[src/rtl/vga_timing_pkg.sv]
// vga_timing_pkg: shared 640x480@60 timing constants, window bounds
// and small counter helpers for the sync generator and draw stages.
package vga_timing_pkg;

    localparam int unsigned CNT_W = 10;

    typedef logic [CNT_W-1:0] cnt_t;

    localparam int unsigned VGA_H_SYNC  = 96;
    localparam int unsigned VGA_H_BP    = 48;
    localparam int unsigned VGA_H_ACT   = 640;
    localparam int unsigned VGA_H_TOTAL = 800;

    localparam int unsigned VGA_V_SYNC  = 2;
    localparam int unsigned VGA_V_BP    = 33;
    localparam int unsigned VGA_V_ACT   = 480;
    localparam int unsigned VGA_V_TOTAL = 525;

    // Active window, half-open [LO, HI)
    localparam int unsigned VGA_H_ACT_LO = VGA_H_SYNC + VGA_H_BP;
    localparam int unsigned VGA_H_ACT_HI = VGA_H_ACT_LO + VGA_H_ACT;
    localparam int unsigned VGA_V_ACT_LO = VGA_V_SYNC + VGA_V_BP;
    localparam int unsigned VGA_V_ACT_HI = VGA_V_ACT_LO + VGA_V_ACT;

    function automatic logic in_win(
        input cnt_t c,
        input cnt_t lo,
        input cnt_t hi
    );
        return (c >= lo) && (c < hi);
    endfunction

    function automatic cnt_t wrap_inc(
        input cnt_t c,
        input cnt_t last
    );
        return (c == last) ? '0 : c + cnt_t'(1);
    endfunction

endpackage

[src/rtl/vga_sync_gen_pix_tick_gen.sv]
// pix_tick_gen: clk/2 pixel enable, low in the first cycle after reset.
// Ports: clk, reset (sync, active high), o_pix_tick.
module pix_tick_gen (
    input  logic clk,
    input  logic reset,
    output logic o_pix_tick
);

    logic r_tick;

    always_ff @(posedge clk) begin
        if (reset) begin
            r_tick <= 1'b0;
        end else begin
            r_tick <= ~r_tick;
        end
    end

    assign o_pix_tick = r_tick;

endmodule

[src/rtl/vga_sync_gen.sv]
// vga_sync_gen: pixel/line counters with registered sync, window and
// frame-start decode. Ports: clk, reset, HCounter, VCounter, hsync,
// vsync, video_on, pix_tick, frame_start.
module vga_sync_gen
    import vga_timing_pkg::*;
#(
    parameter int unsigned H_SYNC  = VGA_H_SYNC,
    parameter int unsigned H_BP    = VGA_H_BP,
    parameter int unsigned H_ACT   = VGA_H_ACT,
    parameter int unsigned H_TOTAL = VGA_H_TOTAL,
    parameter int unsigned V_SYNC  = VGA_V_SYNC,
    parameter int unsigned V_BP    = VGA_V_BP,
    parameter int unsigned V_ACT   = VGA_V_ACT,
    parameter int unsigned V_TOTAL = VGA_V_TOTAL
) (
    input  logic       clk,
    input  logic       reset,
    output logic [9:0] HCounter,
    output logic [9:0] VCounter,
    output logic       hsync,
    output logic       vsync,
    output logic       video_on,
    output logic       pix_tick,
    output logic       frame_start
);

    localparam cnt_t H_LAST = cnt_t'(H_TOTAL - 1);
    localparam cnt_t V_LAST = cnt_t'(V_TOTAL - 1);
    localparam cnt_t HS_END = cnt_t'(H_SYNC);
    localparam cnt_t VS_END = cnt_t'(V_SYNC);
    localparam cnt_t H_LO   = cnt_t'(H_SYNC + H_BP);
    localparam cnt_t H_HI   = cnt_t'(H_SYNC + H_BP + H_ACT);
    localparam cnt_t V_LO   = cnt_t'(V_SYNC + V_BP);
    localparam cnt_t V_HI   = cnt_t'(V_SYNC + V_BP + V_ACT);

    logic w_tick;
    cnt_t w_h_nxt;
    cnt_t w_v_nxt;

    cnt_t r_h;
    cnt_t r_v;
    logic r_hs;
    logic r_vs;
    logic r_von;
    logic r_fs;

    pix_tick_gen u_tick (
        .clk        (clk),
        .reset      (reset),
        .o_pix_tick (w_tick)
    );

    always_comb begin
        w_h_nxt = r_h;
        w_v_nxt = r_v;
        if (w_tick) begin
            w_h_nxt = wrap_inc(r_h, H_LAST);
            if (r_h == H_LAST) begin
                w_v_nxt = wrap_inc(r_v, V_LAST);
            end
        end
    end

    // Decode from the next counter values so the registered flags
    // line up with the counters they describe in the same cycle.
    // Next tick is ~w_tick, hence the inversion in frame_start.
    always_ff @(posedge clk) begin
        if (reset) begin
            r_h   <= '0;
            r_v   <= '0;
            r_hs  <= 1'b0;
            r_vs  <= 1'b0;
            r_von <= 1'b0;
            r_fs  <= 1'b0;
        end else begin
            r_h   <= w_h_nxt;
            r_v   <= w_v_nxt;
            r_hs  <= (w_h_nxt >= HS_END);
            r_vs  <= (w_v_nxt >= VS_END);
            r_von <= in_win(w_h_nxt, H_LO, H_HI) &&
                     in_win(w_v_nxt, V_LO, V_HI);
            r_fs  <= ~w_tick && (w_h_nxt == '0) &&
                     (w_v_nxt == '0);
        end
    end

    assign HCounter    = r_h;
    assign VCounter    = r_v;
    assign hsync       = r_hs;
    assign vsync       = r_vs;
    assign video_on    = r_von;
    assign pix_tick    = w_tick;
    assign frame_start = r_fs;

endmodule

[config.mk]
export PLATFORM = sky130hd
export DESIGN_NAME = vga_sync_gen
export DESIGN_NICKNAME = d
export VERILOG_FILES = /design/src/rtl/vga_timing_pkg.sv /design/src/rtl/vga_sync_gen_pix_tick_gen.sv /design/src/rtl/vga_sync_gen.sv
export SDC_FILE = /design/constraint.sdc
export NUM_CORES = 1
export LEC_CHECK = 0
export BUFFER_PORTS_ARGS = -buffer_cell sky130_fd_sc_hd__clkbuf_2
export CORE_ASPECT_RATIO = 0.75
export CORE_UTILIZATION = 30
export CTS_CLUSTER_SIZE = 10
export DETAILED_ROUTE_END_ITERATION = 8
export GPL_TIMING_DRIVEN = 0
export HOLD_SLACK_MARGIN = 0.15
export PLACE_DENSITY_LB_ADDON = 0.1
export SLEW_MARGIN = 5
export SYNTH_ARGS = -nofsm -noshare
export SYNTH_HDL_FRONTEND = slang
export SYNTH_HIERARCHICAL = 1
export SYNTH_SLANG_ARGS = --single-unit
[constraint.sdc]
create_clock -name clk -period 3.48 [get_ports clk]
set_input_delay 0.522 -clock clk [delete_from_list [all_inputs] [get_ports clk]]
set_output_delay 0.522 -clock clk [all_outputs]
set_load 0.01 [all_outputs]
==> metrics.md, run 1 <==
| Metric | Value |
|---|---|
| Fin cells | `248` |
| Largest net degree at the start of global routing | `17` |
| Layout cells sized above 1 | `23.8%` |
| CTS clk-pin slew, worst paths | `100 ps` |
| Initial antenna violation count | `0` |
| Core ar. | `0.00420 mm^2` |
| CP endpoint kind | `flip-flop` |
| Post CTS Setup Buffer Count | `0` |
| Leakage power | `0.631 nW` |
| CTS tree | `yes` |
| H-Tree Depth | `1` |
| CTS sink count | `25` |
| Arr. time, crit path | `2840 ps` |
| Cts bufs inserted | `3` |
| Post_cts resized | `0` |
| Gate power share | `4.2%` |
| Highest achievable clock rate | `375 MHz` |
| Boundary Pins | `27` |
| Final HPWL DP | `2650 um` |
| Gr ovfl total | `0` |
| # nets final | `199` |
| Outcome | `finished, final reports clean` |
| Vias post-DR | `1,313` |
| Synth warn | `6` |
| Max-Cap Viols | `0` |
| Worst Setup Slack, final | `811 ps` |
| Cell count after placement | `244` |
| Total Routed Length | `3560 um` |
| Worst EP required | `3660 ps` |
| R2R Setup Slk | `810 ps` |
| Seq/Total Area, Yosys | `36.7%` |
| Pre-CTS setup slack | `892 ps` |
| Fin area | `0.00161 mm^2` |
| Via-to-Cell Ratio | `5.29` |
| Sequential power share | `58.4%` |
| Critical path type | `reg2reg` |
| Max-slew violation count | `0` |
| Hold slack | `443 ps` |
| Final period util | `76.7%` |
| Net count after synthesis | `168` |
| Power Density | `311 mW/mm^2` |
| Dominant cell type by area after synthesis | `dfxtp_1` |
| I/O Buffers | `26` |
| Post-synth ARST share | `0%` |
| Maximum vdd drop | `149 uV` |
| Worst min-delay path category | `reg2reg` |
| Seq cells post-synth | `25` |
| Syn_area_per_cell | `8.37 um^2` |
| Synth top area cells | `dfxtp_1 37%, nor2_1 6.3%, nand2_1 3.9%` |
| Drt first-iter violations | `136` |
| DR pass1 iterations | `4` |
| Initial Util | `32.4%` |
| Antenna Violating Nets Remaining | `0` |
| First-pass GRT wire length | `5780 um` |
| Critical Path Fanout Max | `10` |
| Antenna Cells | `0` |
| Placed cell areas | `0.00156 mm^2` |
| Worst Tran Pin Value | `552 ps` |
| Clock power frac | `37.4%` |
| DRC viols | `0` |
| Top cell type's share of synthesized area | `36.7%` |
| Internal power | `0.381 mW` |
| Max_slew headroom | `63.2%` |
| Ys flop type | `dfxtp_1` |
| Chip height | `60.4 um` |
| Skew-Pair Late Insertion Delay | `270 ps` |
| Area grow syn2layout | `18.3%` |
| Core Util, Final | `38.4%` |
| CTS max path bufs | `2` |
| R2r worst-path depth | `9` |
| Syn Std Cell Area | `0.00136 mm^2` |
| CTS root buf | `clkbuf_8` |
| Number of global-route vias before repair | `1,116` |
| Fill cells | `474` |
| Switch share | `24.0%` |
| Post-synth EDFFs | `0` |
| Worst-case clock skew | `4.25 ps` |
| Hold Path Depth | `1` |
| TNS Setup | `0 ps` |
| # rows | `20` |
| Cell variety after synth | `47` |
| Total power | `0.501 mW` |
| Final setup violating endpoints | `0` |
| Die width | `79.9 um` |
| WL/cell | `14.3 um` |
| Final Hold Vio Count | `0` |
| All-Layer GR Usage | `16.0%` |
| Startpoint Class | `flip-flop` |
| Hold-fix buffers, CTS | `0` |
| Die ar. | `0.00482 mm^2` |
| RSZ-0062 raised after global routing | `false` |
| Mapped Cells | `163` |
| RD Place Congestion | `0.898` |
| Sw power | `0.120 mW` |
| Post-layout minimum cycle time | `2670 ps` |
-- layer usage --
metal	track usage, %	vias to the layer above	part of all wire (%)
met2	21.1	23	40
met5	0	-	0
met1	25.5	630	55
met4	2.81	0	0.42
li1	-	658	-
met3	4.21	2	4.4
-- worst max-delay path: stages (launching register included) --
cell	delay, ps
dfxtp_1	430
ha_1	250
nand3_1	120
nor3_1	450
buf_2	300
o21ai_0	140
nand2_1	110
o2111a_1	250
nand4_1	140
a2111oi_2	380
-- cells in the final DEF, fill, tap and decap left out, types with 2 or more instances in the layout --
cell	n
nor2_1	23
xor2_1	6
clkbuf_8	3
nor3_1	10
ha_1	3
nor2b_1	3
nand4_1	8
a22oi_1	2
nand2_1	14
o21a_1	2
and2_1	3
o21ai_0	5
nand3_1	4
clkbuf_2	26
a21oi_1	9
dfxtp_1	25
and3_2	2
inv_1	5
xnor2_1	4
clkbuf_1	3
and3_1	4
-- area by class of cell --
| type | count | area [um^2] | area share [%] |
|---|---|---|---|
| Sequential cell | 25 | 500 | 31.0 |
| Timing Repair Buffer | 26 | 130 | 8.07 |
| Buffer | 5 | 27.5 | 1.71 |
| Inverter | 5 | 18.8 | 1.16 |
| Tap cell | 55 | 68.8 | 4.27 |
| Clock inverter | 1 | 8.76 | 0.543 |
| Multi-Input combinational cell | 128 | 817 | 50.7 |
| Clock buffer | 3 | 41.3 | 2.56 |
-- path summary, 6_finish.rpt --
path / startpoint / end
max reg2reg: HCounter[0] / video_on
min reg2reg: u_tick/o_pix_tick / u_tick/o_pix_tick
min: u_tick/o_pix_tick / u_tick/o_pix_tick
max: HCounter[0] / video_on
-- sequential cells by signal, indices dropped and copies added (netlist names) --
signal and flops:
HCounter 10, u_tick/o_pix_tick 1, vsync 1, hsync 1
video_on 1, VCounter 10, frame_start 1
-- cells by family after synthesis --
group	count (synthesis)	synth area share [%]
multiplexers	1	0.734
AO/OA/AOI/OAI	32	18.8
buffers and inverters	10	3.39
flip-flops	25	36.7
adder cells (fa/ha/maj)	3	2.75
XOR/XNOR	10	6.42
AND/OR/NAND/NOR	82	31.2
-- cells in the mapped netlist (2+ instances only) --
library cell and n:
dfxtp_1 25, nor2_1 23, nand2_1 14, nor3_1 10
a21oi_1 9, nand4_1 8, xor2_1 6, inv_1 5
o21ai_0 5, and3_1 4, nand3_1 4, xnor2_1 4
and2_1 3, clkbuf_1 3, ha_1 3, nor2b_1 3
a22oi_1 2, and3_2 2, o21a_1 2
-- power groups by stage --
stage | clock network, mW | logic (mW) | registers, mW
floorplan | 0 | 0.0105 | 0.301
global placement | 0 | 0.0211 | 0.299
detailed placement | 0 | 0.0212 | 0.300
CTS | 0.196 | 0.0213 | 0.293
global route | 0.209 | 0.0234 | 0.294
finish | 0.188 | 0.0210 | 0.293
No activity file was read; power rests on OpenSTA's default activity.
==> run 2, diff against run 1 <==
==> constraint.sdc (replaced) <==
create_clock -name clk -period 2.65 [get_ports clk]
set_input_delay 0.3975 -clock clk [delete_from_list [all_inputs] [get_ports clk]]
set_output_delay 0.3975 -clock clk [all_outputs]
set_load 0.01 [all_outputs]
==> run 2 against run 1 <==
Clock power is 32% higher; clock skew up 0.87 ps; worst setup slack worse by 700 ps; via count shrank 0.99%; count of clock-buffer cells in the layout stayed put; fmax up 5.0%; critical path depth down 1; sequential power is 32% higher; hold slack worse by 83 ps; design area up 0.70%.
==> metrics.md, run 2 (synthesis results as in run 1) <==
| Metric | Value |
|---|---|
| # rows | `20 (unchanged)` |
| Critical path type | `reg2reg (unchanged)` |
| R2R Setup Slk | `110 ps (was 810 ps)` |
| CTS sink count | `25 (unchanged)` |
| DR pass1 iterations | `4 (unchanged)` |
| Antenna Cells | `0 (unchanged)` |
| Vias post-DR | `1,300 (was 1,313)` |
| Drt first-iter violations | `89 (was 136)` |
| Worst min-delay path category | `in2reg (was reg2reg)` |
| Initial Util | `32.4% (unchanged)` |
| Maximum vdd drop | `196 uV (was 149 uV)` |
| Max-slew violation count | `0 (unchanged)` |
| Final HPWL DP | `2650 um (unchanged)` |
| Post-layout minimum cycle time | `2540 ps (was 2670 ps)` |
| Critical Path Fanout Max | `10 (unchanged)` |
| Max_slew headroom | `63.2% (about the same)` |
| Largest net degree at the start of global routing | `17 (unchanged)` |
| Cell count after placement | `244 (unchanged)` |
| Fin cells | `247 (was 248)` |
| Chip height | `60.4 um (unchanged)` |
| Number of global-route vias before repair | `1,116 (unchanged)` |
| Worst-case clock skew | `5.12 ps (was 4.25 ps)` |
| TNS Setup | `0 ps (unchanged)` |
| Total Routed Length | `3560 um (about the same)` |
| Boundary Pins | `27 (unchanged)` |
| WL/cell | `14.4 um (was 14.3 um)` |
| Commonest cells after routing, fill and taps aside | `26 x clkbuf_2, 23 x nor2_1, 21 x dfxtp_1, 14 x nand2_1 (was 26 x clkbuf_2, 25 x dfxtp_1, 23 x nor2_1, 14 x nand2_1, 10 x nor3_1)` |
| CTS root buf | `clkbuf_8 (unchanged)` |
| Hold-fix buffers, CTS | `0 (unchanged)` |
| DRC viols | `0 (unchanged)` |
| CP endpoint kind | `flip-flop (unchanged)` |
| Skew-Pair Late Insertion Delay | `280 ps (was 270 ps)` |
| Crit path max-delay cell type | `or3b_4 (was nor3_1)` |
| Final Hold Vio Count | `0 (unchanged)` |
| Antenna Violating Nets Remaining | `0 (unchanged)` |
| Layout cells sized above 1 | `27.1% (was 23.8%)` |
| # nets final | `198 (was 199)` |
| First-pass GRT wire length | `5780 um (unchanged)` |
| Arr. time, crit path | `2720 ps (was 2840 ps)` |
| Leakage power | `0.629 nW (was 0.631 nW)` |
| Outcome | `finished, final reports clean (unchanged)` |
| Reg area | `508 um^2 (was 500 um^2)` |
| Area grow syn2layout | `19.1% (was 18.3%)` |
| Area of the multi-input gates | `825 um^2 (was 817 um^2)` |
| Fill cells | `469 (was 474)` |
| Final setup violating endpoints | `0 (unchanged)` |
| Die width | `79.9 um (unchanged)` |
| Startpoint Class | `flip-flop (unchanged)` |
| Worst EP required | `2830 ps (was 3660 ps)` |
| Via-to-Cell Ratio | `5.26 (was 5.29)` |
| CTS clk-pin slew, worst paths | `100 ps (about the same)` |
| Crit path largest cell delay | `430 ps (was 450 ps)` |
| Final period util | `95.9% (was 76.7%)` |
| CTS max path bufs | `2 (unchanged)` |
| RD Place Congestion | `0.898 (unchanged)` |
| Initial antenna violation count | `0 (unchanged)` |
| Core ar. | `0.00420 mm^2 (unchanged)` |
| Critical-path cell list | `or3b_4, or3_4, buf_6, o21ai_4, o221ai_2, a311oi_1, nand4_1, a2111oi_2 (was ha_1, nand3_1, nor3_1, buf_2, o21ai_0, nand2_1, o2111a_1, nand4_1, a2111oi_2)` |
| H-Tree Depth | `1 (unchanged)` |
| RSZ-0062 raised after global routing | `false (unchanged)` |
| Commonest non-fill, non-tap cell in the layout | `clkbuf_2 (unchanged)` |
| Highest achievable clock rate | `393 MHz (was 375 MHz)` |
| Cts bufs inserted | `3 (unchanged)` |
| Die ar. | `0.00482 mm^2 (unchanged)` |
| Power Density | `406 mW/mm^2 (was 311 mW/mm^2)` |
| Worst Tran Pin Value | `552 ps (about the same)` |
| I/O Buffers | `26 (unchanged)` |
| Gr ovfl total | `0 (unchanged)` |
| Max-Cap Viols | `0 (unchanged)` |
| CTS tree | `yes (unchanged)` |
| All-Layer GR Usage | `16.0% (unchanged)` |
run 2: cell types whose count changed in the layout (fill, tap and decap cells not counted):
cell,before,now
dfxtp_1,25,21
dfxtp_2,0,3
clkbuf_1,3,2
dfxtp_4,0,1
ha_1,3,2
ha_2,0,1
nor3_1,10,9
nor3_2,0,1
run 2: final cells by class:
cell class | instances | area share [%]
clock inverters | 1 | 0.539
flip-flops and latches | 25 | 31.3
inverters | 5 | 1.16
well taps | 55 | 4.24
clock buffers | 3 | 2.54
repair buffers | 26 | 8.01
plain buffers | 4 | 1.46
multi-input cells | 128 | 50.8
run 2: path summary, 6_finish.rpt:
path                from                end  depth (start not counted)
max          HCounter[6]           video_on                          8
min                reset  u_tick/o_pix_tick                          2
max reg2reg  HCounter[6]           video_on                          8
min reg2reg  HCounter[0]        HCounter[0]                          2
run 2: routing by layer:
layer | share of wire [%] | wire, um | global-route usage (%) | vias to the layer above
li1 | - | - | - | 656
met1 | 55 | 1960 | 25.5 | 614
met2 | 40 | 1420 | 21.1 | 28
met3 | 4.9 | 176 | 4.21 | 2
met4 | 0.42 | 15 | 2.81 | 0
met5 | 0 | 0 | 0 | -
run 2: repair_timing:
action,4_1_cts,5_1_grt
buffers inserted,0,0
gates resized for setup,0,7
endpoints found under the hold margin,0,0
setup endpoints to repair,0,3
run 2: where the power goes:
group	total, mW	switching, mW	internal [mW]
registers	0.386	0.00610	0.380
logic	0.0254	0.0158	0.00962
clock network	0.248	0.137	0.110
total	0.659	0.159	0.500
run 2: critical path, delay by kind of cell, from the launching register on:
family	cells	cell delay [ps]
buf+inv	1	160
simple gates	3	950
compound gates	4	950
flops	1	370
run 2: per-stage QoR:
step	util, %	hold WS [ps]	instance area [um^2]	setup WS, ps	power, mW
global placement	37.2	420	1560	52.3	0.421
detailed placement	37.2	430	1560	62.1	0.421
finish	38.6	360	1620	108	0.659
floorplan	-	453	1360	294	0.409
global route	38.6	380	1620	6.88	0.690
CTS	38.4	365	1610	10.5	0.670
==> run 3, diff against run 2 <==
--- a/config.mk
+++ b/config.mk
@@ -13,6 +13,7 @@
 export GPL_TIMING_DRIVEN = 0
 export HOLD_SLACK_MARGIN = 0.15
 export PLACE_DENSITY_LB_ADDON = 0.1
+export REMOVE_ABC_BUFFERS = 1
 export SLEW_MARGIN = 5
 export SYNTH_ARGS = -nofsm -noshare
 export SYNTH_HDL_FRONTEND = slang
==> run 3 against run 2 <==
Utilization up 1.0 points; sequential cell count unchanged; critical path depth down 1; critical endpoint unchanged; largest cell class unchanged.
==> metrics.md, run 3 (synthesis results as in run 1) <==
| Metric | Value |
|---|---|
| Skew-Pair Late Insertion Delay | `270 ps (was 280 ps)` |
| Gr ovfl total | `0 (unchanged)` |
| GRT met2 Usage | `22.6% (was 21.1%)` |
| Core Util, Final | `39.6% (was 38.6%)` |
| Number of global-route vias before repair | `1,166 (was 1,116)` |
| Critical-path cell list | `or3b_4, or3_4, nor3_2, xnor2_1, o2111a_2, nand4_1, a2111oi_4 (was or3b_4, or3_4, buf_6, o21ai_4, o221ai_2, a311oi_1, nand4_1, a2111oi_2)` |
| Antenna Violating Nets Remaining | `0 (unchanged)` |
| Initial antenna violation count | `0 (unchanged)` |
| First-pass GRT wire length | `5680 um (was 5780 um)` |
| Die ar. | `0.00482 mm^2 (unchanged)` |
| Cell count after placement | `239 (was 244)` |
| WL/cell | `14.1 um (was 14.4 um)` |
| Hold slack | `520 ps (was 360 ps)` |
| Commonest non-fill, non-tap cell in the layout | `clkbuf_2 (unchanged)` |
| Core ar. | `0.00420 mm^2 (unchanged)` |
| Hold Path Depth | `2 (unchanged)` |
| Vias post-DR | `1,360 (was 1,300)` |
| Total power | `0.637 mW (was 0.659 mW)` |
| Final HPWL DP | `2490 um (was 2650 um)` |
| Fin cells | `250 (was 247)` |
| Critical Path Fanout Max | `8 (was 10)` |
| R2R Setup Slk | `120 ps (was 110 ps)` |
| Worst Tran Pin Value | `552 ps (about the same)` |
| DRC viols | `0 (unchanged)` |
| Max-slew violation count | `0 (unchanged)` |
| Worst-case clock skew | `3.32 ps (was 5.12 ps)` |
| H-Tree Depth | `1 (unchanged)` |
| CTS root buf | `clkbuf_8 (unchanged)` |
| Final Hold Vio Count | `0 (unchanged)` |
| Pre-CTS setup slack | `-519 ps (was 62.1 ps)` |
| CTS clk-pin slew, worst paths | `90 ps (was 100 ps)` |
| Worst min-delay path category | `reg2reg (was in2reg)` |
| Drt first-iter violations | `64 (was 89)` |
| Hold wc startpoint | `HCounter[0] (was reset)` |
| Max_slew headroom | `63.2% (about the same)` |
| Outcome | `finished, final reports clean (unchanged)` |
| Layout cells sized above 1 | `28.7% (was 27.1%)` |
| CP endpoint kind | `flip-flop (unchanged)` |
| Maximum vdd drop | `218 uV (was 196 uV)` |
| Critical path endpoint | `video_on (unchanged)` |
| RSZ-0062 raised after global routing | `false (unchanged)` |
| Worst EP required | `2820 ps (was 2830 ps)` |
| Initial Util | `32.4% (unchanged)` |
| TNS Setup | `0 ps (unchanged)` |
| Arr. time, crit path | `2690 ps (was 2720 ps)` |
| Crit path largest cell delay | `470 ps (was 430 ps)` |
| # nets final | `201 (was 198)` |
| All-Layer GR Usage | `15.4% (was 16.0%)` |
| Fin area | `0.00167 mm^2 (was 0.00162 mm^2)` |
| Global-route layer with the greatest usage | `met1 (unchanged)` |
| Worst Setup Slack, final | `124 ps (was 108 ps)` |
| Final setup violating endpoints | `0 (unchanged)` |
| Die width | `79.9 um (unchanged)` |
| Commonest cells after routing, fill and taps aside | `26 x clkbuf_2, 23 x nor2_1, 22 x dfxtp_1, 14 x nand2_1, 9 x a21oi_1 (was 26 x clkbuf_2, 23 x nor2_1, 21 x dfxtp_1, 14 x nand2_1)` |
| Highest achievable clock rate | `396 MHz (was 393 MHz)` |
| Boundary Pins | `27 (unchanged)` |
| Power Density | `382 mW/mm^2 (was 406 mW/mm^2)` |
| Post-layout minimum cycle time | `2530 ps (was 2540 ps)` |
| Largest net degree at the start of global routing | `25 (was 17)` |
| Crit path from | `HCounter[6] (unchanged)` |
| Leakage power | `0.665 nW (was 0.629 nW)` |
| DR pass1 iterations | `4 (unchanged)` |
| Max-Cap Viols | `0 (unchanged)` |
| Area grow syn2layout | `22.2% (was 19.1%)` |
| Hold-fix buffers, CTS | `0 (unchanged)` |
| Final period util | `95.3% (was 95.9%)` |
| I/O Buffers | `26 (unchanged)` |
| Antenna Cells | `0 (unchanged)` |
| R2r worst-path depth | `7 (was 8)` |
| Cts bufs inserted | `3 (unchanged)` |
| Chip height | `60.4 um (unchanged)` |
| M3 GR Usage | `3.91% (was 4.21%)` |
| CTS sink count | `25 (unchanged)` |
| Startpoint Class | `flip-flop (unchanged)` |
| Worst R2R Start | `HCounter[6] (unchanged)` |
| Crit path max-delay cell type | `or3_4 (was or3b_4)` |
| CTS tree | `yes (unchanged)` |
| Via-to-Cell Ratio | `5.44 (was 5.26)` |
| CTS max path bufs | `2 (unchanged)` |
| Placed cell areas | `0.00154 mm^2 (was 0.00156 mm^2)` |
| RD Place Congestion | `0.877 (was 0.898)` |
| Critical path type | `reg2reg (unchanged)` |
| Met1 Usage GRT | `23.3% (was 25.5%)` |
| Total Routed Length | `3520 um (was 3560 um)` |
| # rows | `20 (unchanged)` |
| R2r endpoint | `video_on (unchanged)` |
run 3: worst max-delay path, delay by kind of cell, from the launching register on:
family           cells  cell delay, ps
AND/OR/NAND/NOR      4            1280
XOR/XNOR             1             170
flip-flops           1             360
AO/OA/AOI/OAI        2             600
run 3: area by class of cell:
cell class,instances,area [um^2]
clock buffer,4,45.0
fill,456,2540
inverter,5,18.8
multi-input combinational,128,847
sequential,25,504
tap,55,68.8
timing repair buffer,33,183
run 3: per-layer routing:
layer	vias up	wire length (um)	share of wire (%)
li1	662	-	-
met1	656	1950	55
met2	40	1380	39
met3	2	175	5.0
met4	0	19	0.54
met5	-	0	0
run 3: worst min path at each step:
stage	endpoint
3_5_place_dp	u_tick/o_pix_tick
4_1_cts	HCounter[0]
6_report	HCounter[0]
2_1_floorplan	u_tick/o_pix_tick
3_3_place_gp	u_tick/o_pix_tick
5_1_grt	HCounter[0]
run 3: power breakdown:
part	internal (mW)	leakage (nW)	switching [mW]
Clock	0.108	0.0228	0.120
Sequential	0.380	0.204	0.00625
Combinational	0.00903	0.439	0.0144
Total	0.497	0.665	0.140
run 3: timing repair:
item | in CTS | in global routing
pin swaps | 2 | 3
gates resized for setup | 4 | 4
setup endpoints to repair | 7 | 1
buffers inserted | 2 | 5
